==> src/rtl/segment_write_queue_pkg.sv <==
// -----------------------------------------------------------------------------
// segment_write_queue_pkg
//
// Shared definitions for the segment write queue and its pending scoreboard.
// It provides the segment index encoding, the default widths, and a legality
// helper for the segment index.
// -----------------------------------------------------------------------------
package segment_write_queue_pkg;

    localparam int NUM_SEG = 6;
    localparam int SEG_W   = 3;
    localparam int DATA_W  = 16;

    localparam logic [SEG_W-1:0] SEG_ES = 3'd0;
    localparam logic [SEG_W-1:0] SEG_CS = 3'd1;
    localparam logic [SEG_W-1:0] SEG_SS = 3'd2;
    localparam logic [SEG_W-1:0] SEG_DS = 3'd3;
    localparam logic [SEG_W-1:0] SEG_FS = 3'd4;
    localparam logic [SEG_W-1:0] SEG_GS = 3'd5;

    // Indices 6 and 7 do not name a segment register.
    function automatic logic is_legal_seg(input logic [SEG_W-1:0] seg);
        return int'(seg) < NUM_SEG;
    endfunction

endpackage

==> src/rtl/segment_pending_scoreboard.sv <==
// -----------------------------------------------------------------------------
// segment_pending_scoreboard
//
// Holds one occupancy counter per segment. A counter counts the writes to its
// segment that are queued or being presented to the register file. pending[k]
// is high while counter k is non-zero.
//
// Ports:
//   clk       system clock
//   rst_n     asynchronous active-low reset
//   push_en   a legal write is entering the queue
//   push_seg  segment of the write that enters
//   pop_en    the head write is retiring this cycle
//   pop_seg   segment of the head write
//   clear     synchronous clear of every counter (flush)
//   pending   per-segment outstanding-write flags
// -----------------------------------------------------------------------------
module segment_pending_scoreboard
    import segment_write_queue_pkg::*;
#(
    parameter int DEPTH = 4
) (
    input  logic               clk,
    input  logic               rst_n,
    input  logic               push_en,
    input  logic [SEG_W-1:0]   push_seg,
    input  logic               pop_en,
    input  logic [SEG_W-1:0]   pop_seg,
    input  logic               clear,
    output logic [NUM_SEG-1:0] pending
);

    // A counter must be able to hold DEPTH, so it is one bit wider than a pointer.
    localparam int CTR_W = $clog2(DEPTH) + 1;

    logic [CTR_W-1:0]   ctr [NUM_SEG];
    logic [NUM_SEG-1:0] inc;
    logic [NUM_SEG-1:0] dec;

    // NOTE: every signal written in an always_comb gets a value on every path
    // (here the loop covers all bits); a missed path would infer a latch.
    always_comb begin
        for (int k = 0; k < NUM_SEG; k++) begin
            inc[k]     = push_en && (push_seg == SEG_W'(k));
            dec[k]     = pop_en  && (pop_seg  == SEG_W'(k));
            pending[k] = (ctr[k] != '0);
        end
    end

    // NOTE: sequential state is updated with non-blocking assignments only, so
    // every flop samples values from before the edge regardless of block order.
    always_ff @(posedge clk or negedge rst_n) begin
        if (!rst_n) begin
            for (int k = 0; k < NUM_SEG; k++) ctr[k] <= '0;
        end else if (clear) begin
            for (int k = 0; k < NUM_SEG; k++) ctr[k] <= '0;
        end else begin
            for (int k = 0; k < NUM_SEG; k++) begin
                // A push and a pop of the same segment cancel out.
                if (inc[k] && !dec[k]) begin
                    ctr[k] <= ctr[k] + 1'b1;
                end else if (dec[k] && !inc[k]) begin
                    ctr[k] <= ctr[k] - 1'b1;
                end
            end
        end
    end

endmodule

==> src/rtl/segment_write_queue.sv <==
// -----------------------------------------------------------------------------
// segment_write_queue
//
// Buffers segment-register writes from writeback and presents them, one per
// cycle, to the segment register file. The queue is strict FIFO. The head
// entry retires on every cycle that write_enable is high, and the register file
// never applies backpressure. A scoreboard reports which segments still have
// writes outstanding, so decode can stall on a stale segment.
//
// Optional build macro: SEG_WRITE_QUEUE_BYPASS_EN
//   When it is defined, a legal write that arrives while the queue is empty goes
//   straight to the register file in the same cycle. That write is not queued
//   and does not set pending. When it is undefined, every output comes from
//   flops.
//
// Ports:
//   clk           system clock
//   reset         asynchronous active-low reset
//   in_valid      writeback offers a write
//   in_ready      queue can accept (not full)
//   in_seg        target segment index (6 and 7 are illegal)
//   in_data       selector value
//   flush         synchronous discard of every queued write
//   write_select  register file: head segment index
//   write_data    register file: head data
//   write_enable  register file: head valid
//   pending       bit k high while a write to segment k is outstanding
//   count         queue occupancy
//   illegal_seg   one-cycle pulse after an illegal index was dropped
// -----------------------------------------------------------------------------
module segment_write_queue
    import segment_write_queue_pkg::NUM_SEG, segment_write_queue_pkg::is_legal_seg;
#(
    parameter int DEPTH  = 4,
    parameter int DATA_W = 16,
    parameter int SEG_W  = 3
) (
    input  logic                   clk,
    input  logic                   reset,
    input  logic                   in_valid,
    output logic                   in_ready,
    input  logic [SEG_W-1:0]       in_seg,
    input  logic [DATA_W-1:0]      in_data,
    input  logic                   flush,
    output logic [SEG_W-1:0]       write_select,
    output logic [DATA_W-1:0]      write_data,
    output logic                   write_enable,
    output logic [NUM_SEG-1:0]     pending,
    output logic [$clog2(DEPTH):0] count,
    output logic                   illegal_seg
);

    localparam int PTR_W = $clog2(DEPTH);
    localparam int CNT_W = PTR_W + 1;

    logic [SEG_W-1:0]  seg_mem  [DEPTH];
    logic [DATA_W-1:0] data_mem [DEPTH];
    logic [PTR_W-1:0]  wr_ptr;
    logic [PTR_W-1:0]  rd_ptr;
    logic [CNT_W-1:0]  occ;

    logic              empty;
    logic              full;
    logic              accept;
    logic              legal;
    logic              bypass;
    logic              push;
    logic              pop;
    logic [SEG_W-1:0]  head_seg;
    logic [DATA_W-1:0] head_data;

    assign empty    = (occ == '0);
    assign full     = (occ == CNT_W'(DEPTH));
    assign in_ready = !full;
    assign count    = occ;

    // Flush has priority over a request offered in the same cycle.
    assign accept = in_valid && in_ready && !flush;
    assign legal  = is_legal_seg(in_seg);

`ifdef SEG_WRITE_QUEUE_BYPASS_EN
    assign bypass = accept && legal && empty;
`else
    assign bypass = 1'b0;
`endif

    assign push = accept && legal && !bypass;
    // The head always retires when it is valid. During a flush the clear wins.
    assign pop  = !empty;

    // The head is forced to zero when empty, so stale storage never reaches
    // the register file port.
    assign head_seg  = empty ? '0 : seg_mem[rd_ptr];
    assign head_data = empty ? '0 : data_mem[rd_ptr];

`ifdef SEG_WRITE_QUEUE_BYPASS_EN
    assign write_enable = !empty || bypass;
    assign write_select = bypass ? in_seg  : head_seg;
    assign write_data   = bypass ? in_data : head_data;
`else
    assign write_enable = !empty;
    assign write_select = head_seg;
    assign write_data   = head_data;
`endif

    // NOTE: the storage array has no reset. Only the pointers and the count
    // decide which entries are valid, so entry contents never need a known value.
    always_ff @(posedge clk) begin
        if (push) begin
            seg_mem[wr_ptr]  <= in_seg;
            data_mem[wr_ptr] <= in_data;
        end
    end

    always_ff @(posedge clk or negedge reset) begin
        if (!reset) begin
            wr_ptr      <= '0;
            rd_ptr      <= '0;
            occ         <= '0;
            illegal_seg <= 1'b0;
        end else begin
            // An illegal index completes its handshake but is never stored.
            illegal_seg <= accept && !legal;
            if (flush) begin
                wr_ptr <= '0;
                rd_ptr <= '0;
                occ    <= '0;
            end else begin
                // DEPTH is a power of two, so the pointers wrap on overflow.
                if (push) wr_ptr <= wr_ptr + 1'b1;
                if (pop)  rd_ptr <= rd_ptr + 1'b1;
                case ({push, pop})
                    2'b10:   occ <= occ + 1'b1;
                    2'b01:   occ <= occ - 1'b1;
                    default: occ <= occ;
                endcase
            end
        end
    end

    segment_pending_scoreboard #(
        .DEPTH (DEPTH)
    ) u_scoreboard (
        .clk      (clk),
        .rst_n    (reset),
        .push_en  (push),
        .push_seg (in_seg),
        .pop_en   (pop),
        .pop_seg  (head_seg),
        .clear    (flush),
        .pending  (pending)
    );

endmodule

==> config.mk <==
export PLATFORM = sky130hd
export DESIGN_NAME = segment_write_queue
export DESIGN_NICKNAME = d
export VERILOG_FILES = /design/src/rtl/segment_write_queue_pkg.sv /design/src/rtl/segment_pending_scoreboard.sv /design/src/rtl/segment_write_queue.sv
export SDC_FILE = /design/constraint.sdc
export NUM_CORES = 1
export LEC_CHECK = 0
export ABC_AREA = 1
export BUFFER_PORTS_ARGS = -buffer_cell sky130_fd_sc_hd__buf_4
export CORE_ASPECT_RATIO = 0.75
export CORE_MARGIN = 2
export CORE_UTILIZATION = 35
export DETAILED_ROUTE_END_ITERATION = 7
export GPL_ROUTABILITY_DRIVEN = 0
export PLACE_DENSITY = 0.56
export RECOVER_POWER = 100
export SKIP_LAST_GASP = 1
export SYNTH_ARGS = -nofsm -noshare
export SYNTH_HDL_FRONTEND = slang
export SYNTH_SLANG_ARGS = --single-unit
==> constraint.sdc <==
create_clock -name clk -period 3.7 [get_ports clk]
set_input_delay 0.185 -clock clk [delete_from_list [all_inputs] [get_ports clk]]
set_output_delay 0.185 -clock clk [all_outputs]
set_load 0.02 [all_outputs]
## Yosys cells after proc, flatten, opt, wreduce, memory -nomap -nowiden

Memories as Yosys holds them, arrays and structs flattened.
Cells that the tools add are included.

| storage, ports and cells | value |
|---|---|
| flip-flop bits (word level) | 26 |
| memory bits (writable) | 76 |
| input bits | 23 |
| logic and storage cells | 127 |
| memories kept | 2 |

| cells by class | value |
|---|---|
| add/subtract/negate cells | 16 |
| $lt $le $gt $ge | 1 |
| equal/unequal tests | 14 |
| mux-type cells | 23 |
| reductions and logical operators | 61 |

Memory list:

| memory | words | bits a word | rd ports | clocked after memory_dff | write ports | RTL line | text |
|---|---|---|---|---|---|---|---|
| data_mem | 4 | 16 | 1 | 0 | 1 | segment_write_queue.sv:57 | `logic [DATA_W-1:0] data_mem [DEPTH];` |
| seg_mem | 4 | 3 | 1 | 0 | 1 | segment_write_queue.sv:56 | `logic [SEG_W-1:0] seg_mem [DEPTH];` |

Operator list:

| operator | count |
|---|---|
| $mux 3 | 14 |
| $reduce_bool 3->1 | 13 |
| $logic_and 1x1->1 | 28 |
| $add 3x1->3 const B | 7 |
| $sub 3x1->3 const B | 7 |
| $mux 18 | 1 |
| $logic_not 1->1 | 16 |
| $mux 16 | 1 |
| $eq 3x3->1 const B | 5 |
| $eq 3x2->1 const B | 4 |
| $logic_not 3->1 | 3 |
| $mux 2 | 4 |
| $eq 3x1->1 const B | 2 |
| $pmux 3 s2 | 1 |
| $add 2x1->2 const B | 2 |
| $lt 3x3->1 const B | 1 |
| $eq 2x1->1 const B | 1 |
| $eq 2x2->1 const B | 1 |
| $mux 1 | 2 |
| $ne 2x2->1 const B | 1 |
| $reduce_bool 2->1 | 1 |

## Longest topological paths before layout

Gate-level depths: netlist of the first run.

| logic depth | value |
|---|---|
| depth in word-level cells | 11 |
| gate-level depth with buffers | 15 |
| depth with buffers taken out | 14 |

## Modules after synthesis

From an unflattened synthesis of the first run, not the netlist that was laid out.

| second synthesis, totals | value |
|---|---|
| cell total of the unflattened synthesis | 486 |
| area, all modules | 4906.0 um^2 |

Modules (own cells, without submodules):

| module | times used | cells an instance | area an instance (um^2) | seq. area each (um^2) |
|---|---|---|---|---|
| segment_write_queue | 1 | 290 | 3484.6 | 2482.4 |
| segment_pending_scoreboard | 1 | 196 | 1421.4 | 450.4 |

## Worst setup path before layout of the first run

Ideal clock, no wire load.

| path | value |
|---|---|
| path kind | reg-to-reg |
| start point | register occ[0] (netlist: count[0]) |
| end point | memory data_mem[0][0], enable pin |
| library setup time | 395 ps |
| data arrival time | 1930 ps |
| path slack | 1375 ps |
| cell stages (with the launch flop) | 5 |
| clock period less this slack | 2325 ps |
| cell sequence | dfrtp_1 -> inv_1 -> nand3_1 -> nand3_4 -> nor2_1 |

| between the ends | value |
|---|---|
| longest elaborated chain between the ends | 7 |

RTL lines:

| item | RTL line | text |
|---|---|---|
| from (decl) | segment_write_queue.sv:60 | `logic [CNT_W-1:0] occ;` |
| from (signal assigned) | segment_write_queue.sv:133 | `2'b10: occ <= occ + 1'b1;` |
| from (signal assigned) | segment_write_queue.sv:134 | `2'b01: occ <= occ - 1'b1;` |
| $eq 3x3->1 | segment_write_queue.sv:73 | `assign full = (occ == CNT_W'(DEPTH));` |
| $logic_not 1->1 | segment_write_queue.sv:74 | `assign in_ready = !full;` |
| net in_ready | segment_write_queue.sv:41 | `output logic in_ready,` |
| $logic_and 1x1->1 (2 in a row) | segment_write_queue.sv:78 | `assign accept = in_valid && in_ready && !flush;` |
| $logic_and 1x1->1 | segment_write_queue.sv:87 | `assign push = accept && legal && !bypass;` |
| $mux 1 | segment_write_queue.sv:109 | `if (push) begin` |
| $mux 1 (implied by the code) | segment_write_queue.sv:111 | `data_mem[wr_ptr] <= in_data;` |
| to (decl) | segment_write_queue.sv:57 |  |

The timed path passes the listed nets, and every way through them passes these cells.

## Final worst setup path of the first run

| path | value |
|---|---|
| start point | register rd_ptr[0] |
| end point | register u_scoreboard.ctr[14] (netlist name) |

| between the ends | value |
|---|---|
| longest elaborated chain between the ends | 8 |
| elaborated cells between the ends (all ways) | 10 |
| classes of those cells | eq/ne (1); mux (3); reduce/logical (5); memory (1) |

RTL lines:

| item | RTL line | text |
|---|---|---|
| from (decl) | segment_write_queue.sv:59 | `logic [PTR_W-1:0] rd_ptr;` |
| from (signal assigned) | segment_write_queue.sv:131 | `if (pop) rd_ptr <= rd_ptr + 1'b1;` |
| $mem_v2 4x3 (*) | -- |  |
| $mux 3 (*) | segment_write_queue.sv:93 | `assign head_seg = empty ? '0 : seg_mem[rd_ptr];` |
| $eq 3x1->1 (*) | segment_pending_scoreboard.sv:45 | `dec[k] = pop_en && (pop_seg == SEG_W'(k));` |
| $logic_and 1x1->1 (*) | segment_pending_scoreboard.sv:45 |  |
| $logic_not 1->1 | segment_pending_scoreboard.sv:60 | `if (inc[k] && !dec[k]) begin` |
| $logic_and 1x1->1 | segment_pending_scoreboard.sv:60 |  |
| $mux 3 | segment_pending_scoreboard.sv:60 |  |
| $mux 18 | segment_pending_scoreboard.sv:55 | `end else if (clear) begin` |
| to (signal, indexed assignment) | segment_pending_scoreboard.sv:61 | `ctr[k] <= ctr[k] + 1'b1;` |
| to (signal, indexed assignment) | segment_pending_scoreboard.sv:63 | `ctr[k] <= ctr[k] - 1'b1;` |
| to (decl) | segment_pending_scoreboard.sv:36 | `logic [CTR_W-1:0] ctr [NUM_SEG];` |

Mark *: on every way between the ends. The rest lies on a longest branch, timed or not.
A chain may end at the register's enable or synchronous reset.

==> results of run 1 <==
through the flow:
step                      cell area (sq um)  setup WS, ns  instances  utilization, %  hold WS, ns
after CTS                              5862        0.9879        715           42.49      0.02155
after floorplan                        4970         1.375        481               -      -0.1106
final                                  5553        0.8238        715           40.25      0.09510
after global placement                 5539         1.147        698           40.15       0.1228
after detailed placement               5539         1.005        698           40.15       0.1288
after global routing                   5553        0.5094        715           40.25      0.08875
layout make-up:
| class | instances | share of cell area, % |
|---|---|---|
| multi-input combinational | 312 | 29.59 |
| inverter | 49 | 3.312 |
| sequential | 102 | 52.82 |
| clock buffer | 9 | 4.056 |
| clock inverter | 7 | 1.577 |
| tap | 175 | 3.943 |
| timing repair buffer | 61 | 4.709 |
timing repair:
item,CTS,global route
buffers inserted,0,0
hold buffers,1,0
endpoints found under the hold margin,26,0
sequential cells by signal (all words and copies together) (netlist names):
name / flops
u_scoreboard.ctr: 18
illegal_seg: 1
wr_ptr: 2
count: 3
data_mem: 64
seg_mem: 12
rd_ptr: 2
power by group:
group | internal, mW | total, mW | switching, mW
sequential | 1.36 | 1.43 | 0.0650
clock | 0.543 | 0.985 | 0.443
combinational | 0.449 | 1.57 | 1.12
routing by layer:
layer	wire length, microns	track usage, %	part of all wire, %
met5	0	0	0
met4	196	5.286	1.9
met3	314	3.573	3.0
met2	4933	23.93	47
met1	5121	19.73	48
placed cells by master (no fill, tap or decap), types with 2 or more instances in the layout:
cell type                   instances
sky130_fd_sc_hd__nand2_2            3
sky130_fd_sc_hd__inv_1             43
sky130_fd_sc_hd__nand2_4            3
sky130_fd_sc_hd__inv_6              3
sky130_fd_sc_hd__xnor2_1            3
sky130_fd_sc_hd__nor2_1            89
sky130_fd_sc_hd__inv_8              2
sky130_fd_sc_hd__nand3_2            6
sky130_fd_sc_hd__buf_4              7
sky130_fd_sc_hd__o21ai_0           43
sky130_fd_sc_hd__edfxtp_1          76
sky130_fd_sc_hd__a21oi_1           19
sky130_fd_sc_hd__nor3_1             2
sky130_fd_sc_hd__inv_2              6
sky130_fd_sc_hd__nand3b_1           2
sky130_fd_sc_hd__ha_1               4
sky130_fd_sc_hd__fa_1               7
sky130_fd_sc_hd__clkbuf_16          9
sky130_fd_sc_hd__nand4_1           10
sky130_fd_sc_hd__clkbuf_1          53
sky130_fd_sc_hd__dfrtp_1           26
sky130_fd_sc_hd__nand3_1           35
sky130_fd_sc_hd__o21ai_1            8
sky130_fd_sc_hd__nand2_1           67
sky130_fd_sc_hd__nor2_2             3
kinds of logic (layout without fill, tap and decap cells):
family,after synthesis,count (layout)
XOR/XNOR,4,4
AND/OR/NAND/NOR,223,223
AO/OA/AOI/OAI,74,74
flip-flops,102,102
buffers and inverters,67,126
adder cells (fa/ha/maj),11,11
final timing paths:
| path | startpoint | to | slack, ns | depth (start not counted) |
|---|---|---|---|---|
| worst max-delay path | rd_ptr[0] | u_scoreboard.ctr[14] | 0.82 | 14 |
| worst min-delay path | in_data[2] | data_mem[2][2] | 0.1 | 1 |
| worst max register to register | rd_ptr[0] | u_scoreboard.ctr[14] | 0.82 | 14 |
| worst min register to register | u_scoreboard.ctr[13] | u_scoreboard.ctr[13] | 0.55 | 2 |
| max in group asynchronous | reset | u_scoreboard.ctr[5] | 2.08 | 2 |
| min in group asynchronous | reset | u_scoreboard.ctr[0] | 0.73 | 2 |
==> run_summary.xml, run 1 <==
<?xml version="1.0" encoding="UTF-8"?>
<metrics>
  <group name="outcome">
    <metric name="run_status" unit="">finished with violations</metric>
    <metric name="failed_checks" unit="">capacitance limit, slew limit</metric>
  </group>
  <group name="synth">
    <metric name="synthMostInstantiatedCell" unit="">sky130_fd_sc_hd__nor2_1</metric>
    <metric name="synth_top_family_by_area" unit="">simple AND/OR/NAND/NOR gates</metric>
    <metric name="synth_fp_nets" unit="">515</metric>
    <metric name="synth_compound_area_share" unit="%">8.207</metric>
    <metric name="synth.area.top_cells" unit="">sky130_fd_sc_hd__edfxtp_1, sky130_fd_sc_hd__dfrtp_1, sky130_fd_sc_hd__nor2_1, sky130_fd_sc_hd__nand2_1, sky130_fd_sc_hd__o21ai_0</metric>
    <metric name="ys.warnings.count" unit="">0</metric>
    <metric name="synth.top_cells.by_count" unit="">sky130_fd_sc_hd__nor2_1, sky130_fd_sc_hd__edfxtp_1, sky130_fd_sc_hd__nand2_1, sky130_fd_sc_hd__inv_1, sky130_fd_sc_hd__o21ai_0</metric>
    <metric name="post_synth_xor_area_fraction" unit="%">0.7049</metric>
    <metric name="post_synth_and_or_nand_nor_area_fraction" unit="%">22.53</metric>
    <metric name="postSynthRegisterBits" unit="">102</metric>
    <metric name="synth.avg_cell_area" unit="sq um">10.33</metric>
    <metric name="async_flop_share" unit="%">25.49</metric>
    <metric name="area_of_the_mapped_netlist" unit="sq um">4970</metric>
    <metric name="synth.area.mux_share" unit="%">0</metric>
    <metric name="yosysSeqAreaShare" unit="%">59.01</metric>
    <metric name="synth.top_cell.area_share" unit="%">45.92</metric>
    <metric name="synth-main-ff-cell" unit="">sky130_fd_sc_hd__edfxtp_1</metric>
    <metric name="synth-adder-area-share" unit="%">3.827</metric>
    <metric name="netlist-cell-type-count" unit="">35</metric>
    <metric name="syn-instance-count" unit="">481</metric>
    <metric name="yosysTopAreaCell" unit="">sky130_fd_sc_hd__edfxtp_1</metric>
    <metric name="synth_enable_flop_cells" unit="">76</metric>
  </group>
  <group name="power">
    <metric name="irDropWorstVdd" unit="mV">0.3483</metric>
    <metric name="leakage" unit="nW">2.185</metric>
    <metric name="cellPowerDensity" unit="nW/um^2">716.3</metric>
    <metric name="p_total" unit="mW">3.977</metric>
  </group>
  <group name="route">
    <metric name="wire_per_inst" unit="microns">14.78</metric>
    <metric name="dr.pass1.iters" unit="">4</metric>
    <metric name="detail_route.vias_per_cell" unit="">4.806</metric>
    <metric name="detailroute.via_count" unit="">3436</metric>
    <metric name="route.detailed.drc" unit="">0</metric>
    <metric name="detail_route.iter0.violations" unit="">252</metric>
    <metric name="wirelength" unit="mm">10.57</metric>
    <metric name="final_antenna_net_count" unit="">0</metric>
  </group>
  <group name="setup_path">
    <metric name="timing.critical_path.slowest_cell_delay" unit="ns">0.47</metric>
    <metric name="worstSetupEndpointType" unit="">flip-flop</metric>
    <metric name="cp-start-kind" unit="">flip-flop</metric>
    <metric name="crit_path_frequent_cell" unit="">sky130_fd_sc_hd__nand2_1</metric>
    <metric name="setup.worst_path.class" unit="">flip-flop to flip-flop</metric>
    <metric name="category_of_cells_accounting_for_the_largest_share_of_critical_path_delay" unit="">simple AND/OR/NAND/NOR gates</metric>
    <metric name="chain_of_cells_forming_the_critical_path" unit="">inv_2 &gt; nand2_1 &gt; nand3_1 &gt; nand2_1 &gt; nor2_1 &gt; nand2_2 &gt; nor2_1 &gt; nor2_1 &gt; fa_1 &gt; xnor2_1 &gt; nand3b_1 &gt; nand2_1 &gt; nand2_1 &gt; nand2_1</metric>
    <metric name="path_buf_inv" unit="">1</metric>
    <metric name="critPathSlowestCell" unit="">sky130_fd_sc_hd__inv_2</metric>
    <metric name="timing.critical_path.fanout_max" unit="">40</metric>
    <metric name="worst-endpoint-required" unit="ns">3.93</metric>
    <metric name="timing.critical_path.arrival" unit="ns">3.11</metric>
  </group>
  <group name="clock_network">
    <metric name="cts-root-to-sink-buffers" unit="">2</metric>
    <metric name="clock_tree_from_tritoncts" unit="">done</metric>
    <metric name="clkSinkCount" unit="">102</metric>
    <metric name="clock-root-buffer" unit="">sky130_fd_sc_hd__clkbuf_16</metric>
    <metric name="number_of_levels_the_h_tree_was_split_into" unit="">3</metric>
    <metric name="clkSlewWorstSetupHoldPaths" unit="ns">0.07</metric>
    <metric name="tritoncts.num_buffers" unit="">9</metric>
    <metric name="cts_repair_resize_count" unit="">0</metric>
    <metric name="clk_latency" unit="ns">0.35</metric>
  </group>
  <group name="run">
    <metric name="count_of_maximum_capacitance_violations" unit="">1</metric>
  </group>
  <group name="sta">
    <metric name="clock-skew-final" unit="ns">0.006578</metric>
    <metric name="worst_slew_margin_rel" unit="%">-0.7687</metric>
    <metric name="fmax" unit="GHz">0.3477</metric>
    <metric name="final-setup-viol-count" unit="">0</metric>
    <metric name="finalCritPeriodShare" unit="%">77.74</metric>
    <metric name="final-hold-violation-count" unit="">0</metric>
    <metric name="timing_worst_slew_pin_value" unit="ns">1.512</metric>
    <metric name="report.final.slew_viol_count" unit="">27</metric>
    <metric name="rsz0062_at_grt" unit="">false</metric>
    <metric name="post-route-min-period" unit="ns">2.876</metric>
    <metric name="final.setup.tns" unit="ns">0</metric>
  </group>
  <group name="global_route">
    <metric name="grt_pass1_vias" unit="">3464</metric>
    <metric name="grt_overflow" unit="">0</metric>
    <metric name="grt_first_pass_wirelength" unit="mm">17.28</metric>
    <metric name="grt_usage" unit="%">14.86</metric>
    <metric name="grt_max_degree" unit="">41</metric>
    <metric name="grt_antenna_before_repair" unit="">0</metric>
  </group>
  <group name="cells_and_area">
    <metric name="antenna-diode-count" unit="">0</metric>
    <metric name="multiInputGateArea" unit="sq um">1643</metric>
    <metric name="regArea" unit="sq um">2933</metric>
    <metric name="fill_cells" unit="">1337</metric>
    <metric name="nets" unit="">569</metric>
    <metric name="layout-area-overhead-vs-synth" unit="%">11.73</metric>
    <metric name="drive_gt1_share" unit="%">9.259</metric>
  </group>
  <group name="min_path">
    <metric name="hold_path_class" unit="">input pin to flip-flop</metric>
  </group>
  <group name="die">
    <metric name="die_x" unit="microns">141.6</metric>
    <metric name="floorplan.die_area" unit="sq um">15180</metric>
    <metric name="die_height" unit="microns">107.2</metric>
    <metric name="ioPinCount" unit="">54</metric>
    <metric name="num_rows" unit="">37</metric>
    <metric name="initial_core_util" unit="%">36.02</metric>
    <metric name="core" unit="sq um">13800</metric>
  </group>
  <group name="place">
    <metric name="dpl_wire_length" unit="mm">6.933</metric>
    <metric name="place.port_buffers" unit="">53</metric>
  </group>
</metrics>
(Power assumes the default switching activity.)
==> inputs of run 2 (changes only) <==
PLACE_DENSITY = 0.58   (was 0.56)
clock period = 2.44 ns   (was 3.7 ns; I/O delays follow)
==> run 2 against run 1 <==
The run now ends clean. Maximum frequency grew 30%. Register-to-register slack got worse by 0.60 ns. Sequential power rose by 52%. Via count grew 2.1%. Critical path type unchanged. Largest cell class unchanged.
==> run_summary.xml, run 2 (same netlist as run 1, synthesis figures left out) <==
<?xml version="1.0" encoding="UTF-8"?>
<metrics>
  <group name="cells_and_area">
    <metric name="largest_registers" unit="">data_mem (64), u_scoreboard.ctr (18), seg_mem (12)</metric>
    <metric name="antenna-diode-count" unit="">0</metric>
    <metric name="layout_common_cells" unit="">sky130_fd_sc_hd__nor2_1, sky130_fd_sc_hd__edfxtp_1, sky130_fd_sc_hd__nand2_1</metric>
    <metric name="fin_area" unit="sq um">5934</metric>
    <metric name="final_common_cell" unit="">sky130_fd_sc_hd__nor2_1</metric>
    <metric name="largest_register_ffs" unit="">64</metric>
    <metric name="nets" unit="">593</metric>
    <metric name="layout-area-overhead-vs-synth" unit="%">19.41</metric>
    <metric name="top_register" unit="">data_mem</metric>
    <metric name="fill_cells" unit="">1340</metric>
    <metric name="drive_gt1_share" unit="%">17.20</metric>
  </group>
  <group name="die">
    <metric name="initial_core_util" unit="%">36.02</metric>
    <metric name="die_x" unit="microns">141.6</metric>
    <metric name="ioPinCount" unit="">54</metric>
    <metric name="num_rows" unit="">37</metric>
    <metric name="floorplan.die_area" unit="sq um">15180</metric>
    <metric name="die_height" unit="microns">107.2</metric>
    <metric name="core" unit="sq um">13800</metric>
  </group>
  <group name="global_route">
    <metric name="grt_usage" unit="%">14.66</metric>
    <metric name="grt_antenna_before_repair" unit="">0</metric>
    <metric name="grt_overflow" unit="">0</metric>
    <metric name="grt_pass1_vias" unit="">3387</metric>
    <metric name="grt_max_degree" unit="">35</metric>
    <metric name="grt_first_pass_wirelength" unit="mm">17.17</metric>
  </group>
  <group name="setup_path">
    <metric name="chain_of_cells_forming_the_critical_path" unit="">inv_1 &gt; nand3_2 &gt; nand3_4 &gt; inv_2 &gt; nand4_1 &gt; inv_1 &gt; nand2_2 &gt; inv_1 &gt; fa_1 &gt; xnor2_1 &gt; nand3_1 &gt; o21ai_1 &gt; nand2_1 &gt; nand2_1</metric>
    <metric name="worst-endpoint-required" unit="ns">2.72</metric>
    <metric name="timing.critical_path.slowest_cell_delay" unit="ns">0.42</metric>
    <metric name="crit_path_frequent_cell" unit="">sky130_fd_sc_hd__inv_1</metric>
    <metric name="timing.critical_path.fanout_max" unit="">8</metric>
    <metric name="path_buf_inv" unit="">4</metric>
    <metric name="critPathSlowestCell" unit="">sky130_fd_sc_hd__dfrtp_1</metric>
    <metric name="worstSetupEndpointType" unit="">flip-flop</metric>
    <metric name="category_of_cells_accounting_for_the_largest_share_of_critical_path_delay" unit="">simple AND/OR/NAND/NOR gates</metric>
    <metric name="timing.critical_path.arrival" unit="ns">2.50</metric>
    <metric name="cp.depth" unit="">14</metric>
    <metric name="worst-r2r-cell-count" unit="">14</metric>
    <metric name="cp-start-kind" unit="">flip-flop</metric>
    <metric name="setup.worst_path.class" unit="">flip-flop to flip-flop</metric>
  </group>
  <group name="power">
    <metric name="p_total" unit="mW">6.286</metric>
    <metric name="leakage" unit="nW">2.384</metric>
    <metric name="cellPowerDensity" unit="nW/um^2">1059</metric>
    <metric name="irDropWorstVdd" unit="mV">0.3943</metric>
  </group>
  <group name="sta">
    <metric name="final-setup-viol-count" unit="">0</metric>
    <metric name="layout_setup_ws" unit="ns">0.2192</metric>
    <metric name="report.final.slew_viol_count" unit="">0</metric>
    <metric name="clock-skew-final" unit="ns">0.005448</metric>
    <metric name="post-route-min-period" unit="ns">2.221</metric>
    <metric name="worst_slew_margin_rel" unit="%">0.4982</metric>
    <metric name="final-hold-violation-count" unit="">0</metric>
    <metric name="fmax" unit="GHz">0.4503</metric>
    <metric name="timing_worst_slew_pin_value" unit="ns">1.493</metric>
    <metric name="finalCritPeriodShare" unit="%">91.02</metric>
  </group>
  <group name="route">
    <metric name="route.detailed.drc" unit="">0</metric>
    <metric name="final_antenna_net_count" unit="">0</metric>
    <metric name="wire_per_inst" unit="microns">14.06</metric>
    <metric name="dr.pass1.iters" unit="">4</metric>
    <metric name="detail_route.iter0.violations" unit="">191</metric>
    <metric name="detail_route.vias_per_cell" unit="">4.746</metric>
    <metric name="detailroute.via_count" unit="">3507</metric>
    <metric name="wirelength" unit="mm">10.39</metric>
  </group>
  <group name="clock_network">
    <metric name="clock-root-buffer" unit="">sky130_fd_sc_hd__clkbuf_16</metric>
    <metric name="tritoncts.num_buffers" unit="">9</metric>
    <metric name="cts-root-to-sink-buffers" unit="">2</metric>
    <metric name="clk_latency" unit="ns">0.34</metric>
    <metric name="clkSinkCount" unit="">102</metric>
    <metric name="clkSlewWorstSetupHoldPaths" unit="ns">0.07</metric>
    <metric name="clock_tree_from_tritoncts" unit="">done</metric>
    <metric name="number_of_levels_the_h_tree_was_split_into" unit="">3</metric>
  </group>
  <group name="place">
    <metric name="dpl_wire_length" unit="mm">7.013</metric>
    <metric name="placed_cell_area" unit="sq um">5592</metric>
    <metric name="post-place-ws" unit="ns">0.1634</metric>
    <metric name="place.port_buffers" unit="">53</metric>
  </group>
  <group name="min_path">
    <metric name="hold_depth" unit="">1</metric>
    <metric name="hold_path_class" unit="">input pin to flip-flop</metric>
  </group>
  <group name="run">
    <metric name="count_of_maximum_capacitance_violations" unit="">0</metric>
  </group>
  <group name="outcome">
    <metric name="run_status" unit="">finished clean</metric>
  </group>
</metrics>
==> run 2: worst paths after layout <==
| kind | end | slack (ns) | start |
|---|---|---|---|
| setup / recovery | u_scoreboard.ctr[8] | 0.22 | count[0] |
| hold / removal | seg_mem[3][0] | 0.05 | in_seg[0] |
| setup reg to reg | u_scoreboard.ctr[8] | 0.22 | count[0] |
| hold reg to reg | u_scoreboard.ctr[3] | 0.55 | u_scoreboard.ctr[3] |
| max in group asynchronous | rd_ptr[0] | 0.80 | reset |
| min in group asynchronous | u_scoreboard.ctr[16] | 0.67 | reset |
==> run 2: worst register-to-register path: stages, from the launching register on <==
cell                      delay, ns
sky130_fd_sc_hd__dfrtp_1       0.42
sky130_fd_sc_hd__inv_1         0.18
sky130_fd_sc_hd__nand3_2       0.15
sky130_fd_sc_hd__nand3_4       0.12
sky130_fd_sc_hd__inv_2         0.09
sky130_fd_sc_hd__nand4_1       0.10
sky130_fd_sc_hd__inv_1         0.07
sky130_fd_sc_hd__nand2_2       0.09
sky130_fd_sc_hd__inv_1         0.06
sky130_fd_sc_hd__fa_1          0.37
sky130_fd_sc_hd__xnor2_1       0.20
sky130_fd_sc_hd__nand3_1       0.10
sky130_fd_sc_hd__o21ai_1       0.09
sky130_fd_sc_hd__nand2_1       0.06
sky130_fd_sc_hd__nand2_1       0.06
==> run 2: power breakdown <==
part / switching [mW] / internal, mW
sequential: 0.112 / 2.07
combinational: 1.80 / 0.937
clock: 0.660 / 0.717
total: 2.57 / 3.72
==> run 2: per-stage QoR <==
stage | setup TNS, ns | cells | utilization, % | hold WS (ns)
final | 0 | 739 | 43.02 | 0.04592
after global routing | -0.01148 | 739 | 43.02 | 0.04663
after CTS | 0 | 738 | 43.89 | 0.02139
after global placement | 0 | 705 | 40.53 | 0.06781
after detailed placement | 0 | 705 | 40.53 | 0.06679
after floorplan | 0 | 481 | - | -0.1736
==> run 2: layout make-up <==
cell class	count	area [sq um]	share of cell area, %
clock buffer	9	225.2	3.795
multi-input combinational	312	1752	29.52
sequential	102	2934	49.44
clock inverter	7	67.56	1.139
inverter	49	186.4	3.141
tap	175	219.0	3.690
timing repair buffer	85	550.5	9.277
==> run 2: routing by layer <==
metal / share of wire (%) / routed length (microns) / track usage (%) / up-vias
met2: 48 / 5038 / 24.62 / 71
met5: 0 / 0 / 0 / -
met4: 1.4 / 142 / 4.071 / 0
met3: 5.3 / 548 / 2.992 / 10
li1: - / - / - / 1768
met1: 45 / 4659 / 19.42 / 1658
==> run 2: what timing repair did <==
action,CTS,global route
gates resized for setup,0,4
setup buffers,0,1
setup endpoints to repair,0,2
hold buffers,17,0
hold endpoints to repair,90,0
==> inputs of run 3 (changes only) <==
PLACE_DENSITY = default   (was 0.58)
PLACE_DENSITY_LB_ADDON = 0.15   (was default)
==> run 3 against run 2 <==
The run now ends with capacitance limit, slew limit left. Wire length up 1.4%. Sequential share of layout area down 0.97 points. Critical path type unchanged. Worst setup slack worse by 0.016 ns. Utilization up 0.86 points. Largest cell class unchanged.
==> run_summary.xml, run 3 (same netlist as run 1, synthesis figures left out) <==
<?xml version="1.0" encoding="UTF-8"?>
<metrics>
  <group name="cells_and_area">
    <metric name="nets" unit="">595</metric>
    <metric name="antenna-diode-count" unit="">0</metric>
    <metric name="largest_registers" unit="">data_mem (64), u_scoreboard.ctr (18), seg_mem (12)</metric>
    <metric name="largest_register_ffs" unit="">64</metric>
    <metric name="final_common_cell" unit="">sky130_fd_sc_hd__nor2_1</metric>
    <metric name="top_register" unit="">data_mem</metric>
    <metric name="drive_gt1_share" unit="%">20.32</metric>
    <metric name="layout-area-overhead-vs-synth" unit="%">21.80</metric>
    <metric name="layout_common_cells" unit="">sky130_fd_sc_hd__nor2_1, sky130_fd_sc_hd__edfxtp_1, sky130_fd_sc_hd__nand2_1</metric>
    <metric name="core_occupancy_in_the_finished_layout" unit="%">43.88</metric>
  </group>
  <group name="sta">
    <metric name="worst_slew_margin_rel" unit="%">-4.424</metric>
    <metric name="final-setup-viol-count" unit="">0</metric>
    <metric name="report.final.slew_viol_count" unit="">27</metric>
    <metric name="post-route-min-period" unit="ns">2.237</metric>
    <metric name="clock-skew-final" unit="ns">0.009257</metric>
    <metric name="final-hold-violation-count" unit="">0</metric>
    <metric name="rsz0062_at_grt" unit="">true</metric>
    <metric name="fmax" unit="GHz">0.4470</metric>
    <metric name="finalCritPeriodShare" unit="%">91.68</metric>
    <metric name="layout_setup_ws" unit="ns">0.2030</metric>
    <metric name="timing_worst_slew_pin_value" unit="ns">1.566</metric>
    <metric name="timing.hold.ws" unit="ns">0.02948</metric>
    <metric name="final.setup.tns" unit="ns">0</metric>
  </group>
  <group name="run">
    <metric name="count_of_maximum_capacitance_violations" unit="">1</metric>
  </group>
  <group name="place">
    <metric name="dpl_wire_length" unit="mm">7.064</metric>
    <metric name="post-place-ws" unit="ns">0.08055</metric>
    <metric name="place.port_buffers" unit="">53</metric>
  </group>
  <group name="power">
    <metric name="power_switching_share" unit="%">40.95</metric>
    <metric name="p_total" unit="mW">6.534</metric>
    <metric name="cellPowerDensity" unit="nW/um^2">1079</metric>
    <metric name="leakage" unit="nW">2.468</metric>
    <metric name="comb_power_share" unit="%">43.5</metric>
    <metric name="irDropWorstVdd" unit="mV">0.4978</metric>
    <metric name="clkPwrFrac" unit="%">23.2</metric>
    <metric name="p_int" unit="mW">3.858</metric>
    <metric name="total_switching_power" unit="mW">2.676</metric>
    <metric name="power.share.sequential" unit="%">33.2</metric>
  </group>
  <group name="route">
    <metric name="met1Wirelength" unit="mm">5.261</metric>
    <metric name="route.top_layer_used" unit="">met4</metric>
    <metric name="route.detailed.drc" unit="">0</metric>
    <metric name="wire_per_inst" unit="microns">14.22</metric>
    <metric name="detail_route.vias_per_cell" unit="">4.713</metric>
    <metric name="wirelength" unit="mm">10.54</metric>
    <metric name="routed-wl-met2" unit="mm">4.783</metric>
    <metric name="detailroute.via_count" unit="">3492</metric>
    <metric name="met3WireLength" unit="microns">393</metric>
    <metric name="final_antenna_net_count" unit="">0</metric>
    <metric name="detail_route.iter0.violations" unit="">201</metric>
    <metric name="dr.pass1.iters" unit="">4</metric>
  </group>
  <group name="clock_network">
    <metric name="clk_latency" unit="ns">0.35</metric>
    <metric name="clkSlewWorstSetupHoldPaths" unit="ns">0.08</metric>
    <metric name="cts-root-to-sink-buffers" unit="">2</metric>
    <metric name="clock_tree_from_tritoncts" unit="">done</metric>
    <metric name="clock-root-buffer" unit="">sky130_fd_sc_hd__clkbuf_16</metric>
    <metric name="clkSinkCount" unit="">102</metric>
    <metric name="number_of_levels_the_h_tree_was_split_into" unit="">3</metric>
    <metric name="tritoncts.num_buffers" unit="">9</metric>
  </group>
  <group name="global_route">
    <metric name="grt_first_pass_wirelength" unit="mm">17.31</metric>
    <metric name="grt_max_degree" unit="">27</metric>
    <metric name="grt_antenna_before_repair" unit="">0</metric>
    <metric name="grt_overflow" unit="">0</metric>
    <metric name="grt_usage" unit="%">14.85</metric>
    <metric name="grt_pass1_vias" unit="">3280</metric>
  </group>
  <group name="setup_path">
    <metric name="worst-r2r-cell-count" unit="">13</metric>
    <metric name="timing.critical_path.fanout_max" unit="">12</metric>
    <metric name="worst-endpoint-required" unit="ns">2.68</metric>
    <metric name="worst-r2r-setup-slack" unit="ns">0.20</metric>
    <metric name="timing.rr.start" unit="">rd_ptr[0]</metric>
    <metric name="worst_setup_path_startpoint" unit="">rd_ptr[0]</metric>
    <metric name="worstSetupEndpointType" unit="">flip-flop</metric>
    <metric name="cp-start-kind" unit="">flip-flop</metric>
    <metric name="timing.critical_path.arrival" unit="ns">2.48</metric>
    <metric name="setup.worst_path.class" unit="">flip-flop to flip-flop</metric>
    <metric name="r2r-end" unit="">u_scoreboard.ctr[5]</metric>
    <metric name="critical_path.endpoint" unit="">u_scoreboard.ctr[5]</metric>
  </group>
  <group name="die">
    <metric name="die_x" unit="microns">141.6</metric>
    <metric name="initial_core_util" unit="%">36.02</metric>
    <metric name="die_height" unit="microns">107.2</metric>
    <metric name="core" unit="sq um">13800</metric>
    <metric name="floorplan.die_area" unit="sq um">15180</metric>
    <metric name="ioPinCount" unit="">54</metric>
    <metric name="num_rows" unit="">37</metric>
  </group>
  <group name="min_path">
    <metric name="hold_depth" unit="">1</metric>
    <metric name="hold_path_class" unit="">input pin to flip-flop</metric>
  </group>
  <group name="outcome">
    <metric name="failed_checks" unit="">capacitance limit, slew limit</metric>
    <metric name="run_status" unit="">finished with violations</metric>
  </group>
</metrics>
run 3: changes by cell type in the layout (fill, tap and decap cells not counted), moves of 2 or more:
| cell | previous run | this run |
|---|---|---|
| sky130_fd_sc_hd__buf_4 | 32 | 52 |
| sky130_fd_sc_hd__clkbuf_1 | 32 | 18 |
| sky130_fd_sc_hd__clkbuf_2 | 4 | 0 |
| sky130_fd_sc_hd__clkinv_4 | 2 | 0 |
| sky130_fd_sc_hd__inv_12 | 0 | 2 |
| sky130_fd_sc_hd__inv_6 | 2 | 0 |
| sky130_fd_sc_hd__inv_8 | 1 | 3 |
| sky130_fd_sc_hd__nand3_1 | 31 | 29 |
| sky130_fd_sc_hd__nand3_2 | 7 | 9 |
run 3: how the worst min path moves through the flow:
| stage | from | end | slack [ns] |
|---|---|---|---|
| after floorplan | reset | count[0] | -0.17 |
| after global placement | reset | u_scoreboard.ctr[7] | 0.07 |
| after detailed placement | reset | u_scoreboard.ctr[7] | 0.07 |
| after CTS | in_seg[2] | seg_mem[1][2] | 0.02 |
| after global routing | in_seg[2] | seg_mem[1][2] | 0.03 |
| final | in_seg[2] | seg_mem[1][2] | 0.03 |
run 3: area by class of cell:
class | count | area, sq um
fillers | 1344 | 7742
well taps | 175 | 219.0
repair buffers | 87 | 628.1
clock buffers | 9 | 225.2
flip-flops and latches | 102 | 2934
clock inverters | 7 | 98.84
multi-input cells | 312 | 1762
inverters | 49 | 186.4
run 3: what timing repair did:
item,4_1_cts,5_1_grt
endpoints found under the hold margin,90,0
hold buffers,17,0
endpoints found under the setup margin,0,5
gates resized for setup,0,4
buffers inserted,0,1
run 3: critical path, cell delays in order (launching register included):
cell and delay, ns:
sky130_fd_sc_hd__dfrtp_2 0.41, sky130_fd_sc_hd__buf_4 0.19, sky130_fd_sc_hd__nand2_1 0.08, sky130_fd_sc_hd__nand3_2 0.11
sky130_fd_sc_hd__nand2_4 0.09, sky130_fd_sc_hd__nor2_8 0.13, sky130_fd_sc_hd__inv_2 0.06, sky130_fd_sc_hd__o21bai_4 0.18
sky130_fd_sc_hd__inv_1 0.07, sky130_fd_sc_hd__fa_1 0.38, sky130_fd_sc_hd__xor2_1 0.19, sky130_fd_sc_hd__nand2_1 0.08
sky130_fd_sc_hd__nand3_1 0.08, sky130_fd_sc_hd__o21ai_1 0.06
run 3: stage by stage:
step | std cells | area [sq um]
3_3_place_gp | 707 | 5607
3_5_place_dp | 707 | 5607
5_1_grt | 741 | 6053
6_report | 741 | 6053
4_1_cts | 740 | 6101
2_1_floorplan | 481 | 4970
run 3: power groups by stage:
stage               Sequential (mW)  Combinational [mW]  Clock (mW)
floorplan                      2.21                1.91           0
global placement               2.21                2.82           0
detailed placement             2.21                2.85           0
CTS                            2.18                2.88        1.56
global route                   2.19                3.17        1.64
finish                         2.17                2.85        1.52
run 3: layer usage:
metal	vias up	GRT usage, %
met5	-	0
met4	0	3.429
met3	10	3.752
met2	46	23.09
met1	1660	21.00
li1	1776	-
